==> src/rtl/adder_bist_driver.sv <==
// -----------------------------------------------------------------------------
// adder_bist_driver
//
// Self-test sequencer for the adder pin interface. It drives pseudo-random
// operand pairs onto the adder inputs and waits a fixed settle time. It then
// samples the adder result and checks it against (a + b) mod 2^WIDTH. Results
// are reported as pass/fail, a saturating error count and a capture of the
// first failing vector.
//
// Parameters
//   WIDTH        operand / sum width
//   LATENCY      extra clk cycles between operand update and sum sampling (0..15)
//   NUM_VECTORS  vectors per run (1..65535)
//   LFSR_SEED    nonzero seed of the 16-bit Fibonacci LFSR (taps 16,14,13,11)
//
// Ports
//   clk        in   1      clock, rising edge
//   rst        in   1      synchronous reset, active-high (wins over start)
//   start      in   1      begins a run when idle or done; ignored while busy
//   a_out      out  WIDTH  operand A (registered)
//   b_out      out  WIDTH  operand B (registered)
//   sum_in     in   WIDTH  adder result
//   busy       out  1      run in progress
//   done       out  1      run complete, held until next start or rst
//   pass       out  1      done with zero mismatches
//   err_count  out  8      mismatch count, saturating at 255
//   vec_count  out  16     vectors checked in the current run
//   fail_a     out  WIDTH  operand A of the first mismatch (0 if none)
//   fail_b     out  WIDTH  operand B of the first mismatch
//   fail_sum   out  WIDTH  sum_in observed at the first mismatch
//
// Configuration
//   ADDER_BIST_FAIL_STOP_EN  when defined, the first mismatch ends the run
//                            and a_out/b_out keep the failing operands.
//                            When undefined, every vector is checked.
// -----------------------------------------------------------------------------
module adder_bist_driver #(
  parameter int unsigned WIDTH       = 8,
  parameter int unsigned LATENCY     = 1,
  parameter int unsigned NUM_VECTORS = 256,
  parameter logic [15:0] LFSR_SEED   = 16'hACE1
) (
  input  logic             clk,
  input  logic             rst,
  input  logic             start,
  output logic [WIDTH-1:0] a_out,
  output logic [WIDTH-1:0] b_out,
  input  logic [WIDTH-1:0] sum_in,
  output logic             busy,
  output logic             done,
  output logic             pass,
  output logic [7:0]       err_count,
  output logic [15:0]      vec_count,
  output logic [WIDTH-1:0] fail_a,
  output logic [WIDTH-1:0] fail_b,
  output logic [WIDTH-1:0] fail_sum
);

  typedef enum logic [1:0] {
    ST_IDLE   = 2'd0,
    ST_SETTLE = 2'd1,
    ST_DONE   = 2'd2
  } state_e;

  localparam logic [3:0]  LAT      = 4'(LATENCY);
  localparam logic [15:0] LAST_VEC = 16'(NUM_VECTORS - 1);

  // One step of the right-shifting Fibonacci LFSR. The taps 16,14,13,11 map
  // to bits 0,2,3,5 of the register, and the feedback enters at bit 15.
  function automatic logic [15:0] lfsr_step(input logic [15:0] s);
    logic fb;
    fb = s[0] ^ s[2] ^ s[3] ^ s[5];
    return {fb, s[15:1]};
  endfunction

  // LFSR bytes become operands: truncated or zero-extended to WIDTH.
  function automatic logic [WIDTH-1:0] fit(input logic [7:0] b8);
    return WIDTH'(b8);
  endfunction

  state_e           state_q, state_d;
  logic [15:0]      lfsr_q, lfsr_d;
  logic [3:0]       wait_q, wait_d;
  logic [WIDTH-1:0] a_q, a_d;
  logic [WIDTH-1:0] b_q, b_d;
  logic             busy_q, busy_d;
  logic             done_q, done_d;
  logic             pass_q, pass_d;
  logic [7:0]       err_q, err_d;
  logic [15:0]      vec_q, vec_d;
  logic [WIDTH-1:0] fa_q, fa_d;
  logic [WIDTH-1:0] fb_q, fb_d;
  logic [WIDTH-1:0] fs_q, fs_d;

  logic [WIDTH-1:0] sum_exp;
  logic             mismatch;
  logic             last_vec;
  logic             stop_run;

  always_comb begin
    // NOTE: every variable gets a default before the case statement. Any path
    // that does not assign it then holds its value instead of inferring a latch.
    state_d  = state_q;
    lfsr_d   = lfsr_q;
    wait_d   = wait_q;
    a_d      = a_q;
    b_d      = b_q;
    busy_d   = busy_q;
    done_d   = done_q;
    pass_d   = pass_q;
    err_d    = err_q;
    vec_d    = vec_q;
    fa_d     = fa_q;
    fb_d     = fb_q;
    fs_d     = fs_q;
    stop_run = 1'b0;

    // Same-width addition drops the carry, giving the mod 2^WIDTH reference.
    sum_exp  = a_q + b_q;
    mismatch = (sum_in != sum_exp);
    last_vec = (vec_q == LAST_VEC);

    unique case (state_q)
      ST_IDLE, ST_DONE: begin
        if (start) begin
          // The seed itself is the first vector, and the LFSR runs one step ahead.
          state_d = ST_SETTLE;
          lfsr_d  = lfsr_step(LFSR_SEED);
          a_d     = fit(LFSR_SEED[15:8]);
          b_d     = fit(LFSR_SEED[7:0]);
          wait_d  = 4'd0;
          busy_d  = 1'b1;
          done_d  = 1'b0;
          pass_d  = 1'b0;
          err_d   = 8'd0;
          vec_d   = 16'd0;
          fa_d    = '0;
          fb_d    = '0;
          fs_d    = '0;
        end
      end

      ST_SETTLE: begin
        if (wait_q == LAT) begin
          vec_d = vec_q + 16'd1;
          if (mismatch) begin
            // A zero count before this edge means this mismatch is the first.
            // The count saturates at 255 and never returns to zero within a run.
            if (err_q == 8'd0) begin
              fa_d = a_q;
              fb_d = b_q;
              fs_d = sum_in;
            end
            if (err_q != 8'hFF) begin
              err_d = err_q + 8'd1;
            end
          end

`ifdef ADDER_BIST_FAIL_STOP_EN
          stop_run = last_vec || mismatch;
`else
          stop_run = last_vec;
`endif

          if (stop_run) begin
            // Operands are not reloaded, so a_out/b_out keep the final vector.
            state_d = ST_DONE;
            busy_d  = 1'b0;
            done_d  = 1'b1;
            pass_d  = (err_d == 8'd0);
            wait_d  = 4'd0;
          end else begin
            a_d    = fit(lfsr_q[15:8]);
            b_d    = fit(lfsr_q[7:0]);
            lfsr_d = lfsr_step(lfsr_q);
            wait_d = 4'd0;
          end
        end else begin
          wait_d = wait_q + 4'd1;
        end
      end

      default: begin
        state_d = ST_IDLE;
      end
    endcase
  end

  // NOTE: sequential state uses non-blocking assignments only. All registers
  // then update together on the edge, whatever order the simulator evaluates them in.
  always_ff @(posedge clk) begin
    if (rst) begin
      // NOTE: a synchronous reset must cover every register here. This design has
      // no memory arrays, so nothing is left out of reset.
      state_q <= ST_IDLE;
      lfsr_q  <= LFSR_SEED;
      wait_q  <= 4'd0;
      a_q     <= '0;
      b_q     <= '0;
      busy_q  <= 1'b0;
      done_q  <= 1'b0;
      pass_q  <= 1'b0;
      err_q   <= 8'd0;
      vec_q   <= 16'd0;
      fa_q    <= '0;
      fb_q    <= '0;
      fs_q    <= '0;
    end else begin
      state_q <= state_d;
      lfsr_q  <= lfsr_d;
      wait_q  <= wait_d;
      a_q     <= a_d;
      b_q     <= b_d;
      busy_q  <= busy_d;
      done_q  <= done_d;
      pass_q  <= pass_d;
      err_q   <= err_d;
      vec_q   <= vec_d;
      fa_q    <= fa_d;
      fb_q    <= fb_d;
      fs_q    <= fs_d;
    end
  end

  assign a_out     = a_q;
  assign b_out     = b_q;
  assign busy      = busy_q;
  assign done      = done_q;
  assign pass      = pass_q;
  assign err_count = err_q;
  assign vec_count = vec_q;
  assign fail_a    = fa_q;
  assign fail_b    = fb_q;
  assign fail_sum  = fs_q;

endmodule
==> config.mk <==
export PLATFORM = sky130hd
export DESIGN_NAME = adder_bist_driver
export DESIGN_NICKNAME = d
export VERILOG_FILES = /design/src/rtl/adder_bist_driver.sv
export SDC_FILE = /design/constraint.sdc
export NUM_CORES = 1
export LEC_CHECK = 0
export CORE_MARGIN = 2
export CORE_UTILIZATION = 40
export DETAILED_ROUTE_END_ITERATION = 6
export PLACE_DENSITY = 0.66
export SLEW_MARGIN = 40
export SYNTH_ARGS = -nofsm -noshare
export SYNTH_HDL_FRONTEND = slang
export SYNTH_SLANG_ARGS = --single-unit
==> constraint.sdc <==
create_clock -name clk -period 2.3 [get_ports clk]
set_input_delay 0.345 -clock clk [delete_from_list [all_inputs] [get_ports clk]]
set_output_delay 0.345 -clock clk [all_outputs]
set_load 0.05 [all_outputs]
==> Word-level counts from Yosys, hierarchy flattened <==
Index checks and enable logic that the tools add are counted.
{ "word_totals": {"ff_bits": 89, "input_bits": 11, "out_inout_bits": 67} }
{ "op_classes": {"add_sub_neg": 4, "n_eq_ne": 12, "n_mux": 52, "bitwise": 3, "n_reduce_logical": 11} }
{ "ops": {"columns": ["op", "n"], "rows": [
  ["$mux W8", 21],
  ["$pmux W8 S2", 6],
  ["$mux W16", 5],
  ["$pmux W16 S2", 2],
  ["$add A16 B1 Y16 const B", 1],
  ["$eq A16 B8 Y1 const B", 1],
  ["$logic_not A8 Y1", 2],
  ["$ne A2 B2 Y1 const B", 6],
  ["$add A8 B1 Y8 const B", 1],
  ["$add A8 B8 Y8", 1],
  ["$mux W1", 8],
  ["$mux W4", 2],
  ["$ne A8 B8 Y1", 1],
  ["$ne A8 B8 Y1 const B", 1],
  ["$pmux W4 S2", 1],
  ["$reduce_and A4 Y1", 2],
  ["$mux W2", 3],
  ["$pmux W1 S2", 3],
  ["$reduce_and A3 Y1", 2],
  ["$reduce_and A5 Y1", 1],
  ["$add A4 B1 Y4 const B", 1],
  ["$eq A4 B1 Y1 const B", 1],
  ["$pmux W2 S2", 1],
  ["$xor A1 B1 Y1", 3],
  ["6 further kinds", 6]
]} }

==> Longest topological paths before layout <==
{ "logic_depth": {"ltp_word": 9, "depth_mapped": 10, "mapped_depth_nobuf": 9} }

==> Worst setup path before layout <==
OpenSTA, ideal clock, no wires.
{ "synth_timing": {"path_type": "register to register", "from": "register a_q[0] (netlist: a_out[0])", "to": "register fb_q[1] (netlist: fail_b[1])", "arrival_time_ps": 2729, "required_ps": 2215, "slack_ps": -515, "path_stages_with_launch": 11, "path_cell_list": "dfxtp_1 ha_1 fa_1 a21o_1 a221oi_1 xnor2_1 and4_4 a2111oi_4 buf_6 nand2_1 o31ai_2"} }
{ "synth_between": {"elab_chain_len": 4} }
{ "synth_rtl": {"columns": ["item", "line_no", "text"], "rows": [
  ["from (decl)", "84", "logic [WIDTH-1:0] a_q, a_d;"],
  ["from (signal assigned)", "198", "a_q <= '0;"],
  ["from (signal assigned)", "212", "a_q <= a_d;"],
  ["$add A8 B8 Y8", "119", "sum_exp = a_q + b_q;"],
  ["$ne A8 B8 Y1", "120", "mismatch = (sum_in != sum_exp);"],
  ["$ne A2 B2 Y1 (no source line)", null, null],
  ["$reduce_and A5 Y1 (no source line)", null, null],
  ["to (signal assigned)", "206", "fb_q <= '0;"],
  ["to (signal assigned)", "220", "fb_q <= fb_d;"],
  ["to (decl)", "92", "logic [WIDTH-1:0] fb_q, fb_d;"]
]} }
No other way between the ends.
A chain may end at the register's enable or synchronous reset.

==> summary.md <==
| Metric | Value |
|---|---|
| WHS | `around 0.33 ns` |
| GPL Wtd Cong | `0.903` |
| Design Area, Final | `5860 um2` |
| Routed WL | `11600 um` |
| DRC | `0` |
| I/O Pins | `78` |
| Failing checks | `setup timing` |
| Final setup viols | `33` |
| Worst-Margin Slew | `0.670 ns` |
| # clock sinks | `81` |
| CTS tree | `done` |
| CP Launch Type | `flop` |
| Reg2reg path depth | `11` |
| CP Cell Sequence | `ha_4, a211oi_4, o21bai_2, o31ai_4, buf_4, xnor2_2, a2111oi_4, buf_4, clkbuf_16, nand2_1, o31ai_1` |
| CP Max Fanout | `12` |
| Sequential area share after synthesis | `39.3%` |
| Pre-antenna DRT Iters | `5` |
| Initial core utilization | `40.5%` |
| Clock Root Buffer | `clkbuf_8` |
| Congestion Overflow GR | `0` |
| Syn Inst Count | `461` |
| Core Area | `10200 um2` |
| RR Endpoint | `fail_sum[2]` |
| IO buf count | `77` |
| Outcome | `finished with violations` |
| Row count | `37` |
| Setup repair after global routing missed its margin | `true` |
| Worst Skew | `0.0114 ns` |
| Required time worst endpoint | `2.57 ns` |
| Vias per cell | `5.21` |
| Slack of the critical path | `-0.288 ns` |
| Final core utilization | `57.5%` |
| CP dominant cell by count | `buf_4` |
| Worst slack, placed | `-0.416 ns` |
| Flop2flop setup slack | `-0.29 ns` |
| Clock Tree Buf Depth | `2` |
| Vias in the first global route | `around 3600` |
| WL/cell | `16.0 um` |
| Crit path DAT | `2.86 ns` |
| HP Class | `in -> reg` |
| Maxcap violations | `0` |
| Placed inst area | `5330 um2` |
| Worst Hold End | `err_count[3]` |
| First-pass GRT wire length | `approximately 18000 um` |
| Antenna Nets Post-Route | `0` |
| Critical R2R Launch | `lfsr_q[8]` |
| Register bit total from synthesis | `roughly 80` |
| Max Slew Vio Count | `0` |
| Die W | `106 um` |
| Ys async rst share | `0%` |
| H-tree depth | `3` |
| Mapped Nets | `roughly 490` |
| Static Leak | `2.12 nW` |
| PD cells | `666 nW/um2` |
| Slew margin rel. | `55.3%` |
| Worst-Skew Late Latency | `0.36 ns` |
| Share of layout cells above drive strength 1 | `between 20% and 30%` |
| Antenna diodes | `0` |
| Initial antenna violation count | `0` |
| Slowest CP cell | `dfxtp_2` |
| Hold Fails Final Rpt | `0` |
| Syn Std Cell Area | `just over 4000 um2` |
| Clk slew on worst S/H paths | `0.10 ns` |
| CTS Buf Count | `9` |
| Crit path time final | `approximately 2.6 ns` |
| Die area | `approximately 11000 um2` |
| Post-DP HPWL | `between 7000 and 8000 um` |
| Via Count | `3771` |
| Mapped Avg Cell Area | `slightly below 9 um2` |
| Ys Warns | `0` |
| Gr usage total | `20.0%` |
| Main flop type after synthesis | `dfxtp_1` |
| Crit path capture type | `flop` |
| Synth cell types | `60` |
| Hold_buf cts | `0` |
| Max Clk Rate | `386 MHz` |
| Post-synth EDFFs | `0` |
| Area growth syn-to-layout | `42.1%` |
| Fin crit share | `113%` |
| Final nets | `around 610` |
| Peak supply drop | `0.350 mV` |
| First DRT Iteration DRCs | `115` |
| Largest net degree at the start of global routing | `34` |
| Crit Path Class | `reg -> reg` |
| Hold Path Origin | `rst` |
| Die height | `106 um` |
| Hold path depth | `2` |
| CP peak stage delay | `0.41 ns` |
## cell usage after synthesis, types with 3 or more instances
master | count | area (um2)
nor3_1 | 24 | 120
a22oi_1 | 4 | 30.0
nand2b_1 | 5 | 31.3
o211ai_1 | 3 | 22.5
and3_1 | 6 | 37.5
inv_1 | 36 | 135
xnor2_1 | 18 | 158
o311ai_0 | 5 | 43.8
ha_1 | 12 | 150
o31ai_1 | 7 | 52.6
o21bai_1 | 4 | 30.0
o21ai_0 | 9 | 45.0
clkbuf_1 | 10 | 37.5
nand4_1 | 6 | 37.5
a221o_1 | 4 | 40.0
buf_4 | 9 | 67.6
a31oi_1 | 3 | 18.8
o31ai_2 | 20 | 250
dfxtp_1 | 81 | 1620
nor2_1 | 51 | 191
nand3_1 | 16 | 80.1
a21oi_1 | 18 | 90.1
or3_1 | 6 | 37.5
xor2_1 | 13 | 114
buf_6 | 4 | 45.0
nand2_1 | 40 | 150
clkbuf_8 | 4 | 55.1
## state kept, by name, summed over array words and instances, names as in the netlist
signal	count
wait_q	4
b_out	4
state_q	2
fail_sum	8
pass	1
err_count	8
fail_b	8
vec_count	16
done	1
a_out	4
busy	1
fail_a	8
lfsr_q	16
## layout by cell type, fill, tap and decap left out, types with 3 or more instances in the layout
| cell | Yosys | layout |
|---|---|---|
| a21oi_1 | 18 | 17 |
| and3_1 | 6 | 6 |
| ha_1 | 12 | 8 |
| nand3_1 | 16 | 16 |
| o31ai_1 | 7 | 5 |
| o31ai_2 | 20 | 22 |
| dfxtp_4 | 0 | 7 |
| clkbuf_8 | 4 | 9 |
| nand2b_1 | 5 | 5 |
| o211ai_1 | 3 | 3 |
| or3_1 | 6 | 6 |
| ha_4 | 0 | 4 |
| dfxtp_1 | 81 | 72 |
| o21bai_1 | 4 | 3 |
| o21ai_0 | 9 | 5 |
| a221o_1 | 4 | 4 |
| nor2_1 | 51 | 48 |
| xnor2_1 | 18 | 16 |
| nand2_2 | 1 | 3 |
| o21ai_2 | 2 | 3 |
| o21a_4 | 1 | 3 |
| o311ai_1 | 0 | 3 |
| nand4_1 | 6 | 6 |
| xor2_1 | 13 | 11 |
| buf_4 | 9 | 58 |
| nor3_1 | 24 | 23 |
| inv_1 | 36 | 36 |
| nor2_2 | 1 | 3 |
| clkdlybuf4s50_1 | 0 | 76 |
| a22oi_1 | 4 | 4 |
| nand2_1 | 40 | 38 |
| bufinv_16 | 0 | 3 |
## worst max path at each step
stage / depth (start not counted) / endpoint / from
2_1_floorplan: 10 / fail_b[7] / a_out[0]
3_3_place_gp: 8 / fail_sum[3] / sum_in[3]
3_5_place_dp: 8 / fail_sum[3] / sum_in[3]
4_1_cts: 10 / fail_sum[6] / a_out[0]
5_1_grt: 11 / pass / lfsr_q[8]
6_report: 11 / fail_sum[2] / lfsr_q[8]
## critical path, delay by kind of cell, from the launching register on
kind,cells,cell delay [ns]
AOI/OAI and AO/OA,5,1.13
buffers and inverters,3,0.54
DFF,1,0.41
adders and majority gates,1,0.23
xor gates and xnor gates,1,0.11
and+or+nand+nor,1,0.06
## routing by layer
layer	GRT usage [%]	up-vias	wire length (um)
met5	0	-	0
met4	6.30	0	137
met3	2.91	15	406
met2	34.8	94	5870
met1	25.5	1812	5150
li1	-	1850	-
## timing repair
action | 4_1_cts | 5_1_grt
setup endpoints to repair | 50 | 51
endpoints found under the hold margin | 0 | 0
cloned | 2 | 1
resized for setup | 22 | 12
buffers inserted | 5 | 5
pin swaps | 11 | 12
## stage by stage
step           setup TNS, ns  std cells  power, W
2_1_floorplan          -4.56        461   0.00218
3_3_place_gp          -10.54        695   0.00250
3_5_place_dp          -11.64        695   0.00252
4_1_cts                -7.64        718   0.00389
5_1_grt               -10.74        724   0.00404
6_report               -8.05        724   0.00390
## layout make-up
type                       instances  area [um2]
sequential                        81        1650
fill                             922        4330
inverter                          36         135
multi-input combinational        315        2360
timing repair buffer             140        1290
tap                              136         170
clock inverter                     7         126
clock buffer                       9         124
## cell families after synthesis
logic type / after synthesis / synth area share (%)
xor gates and xnor gates: 31 / 6.59
AOI/OAI and AO/OA: 96 / 20.5
DFF: 81 / 39.3
adders and majority gates: 13 / 4.13
and+or+nand+nor: 173 / 20.3
buffers and inverters: 67 / 9.10
## power breakdown
group | switching, W | leakage, nW | internal, W
Combinational | 0.000639 | 1.33 | 0.000425
Sequential | 0.0000547 | 0.664 | 0.00147
Clock | 0.000577 | 0.122 | 0.000735
No activity file was read; power rests on OpenSTA's default activity.
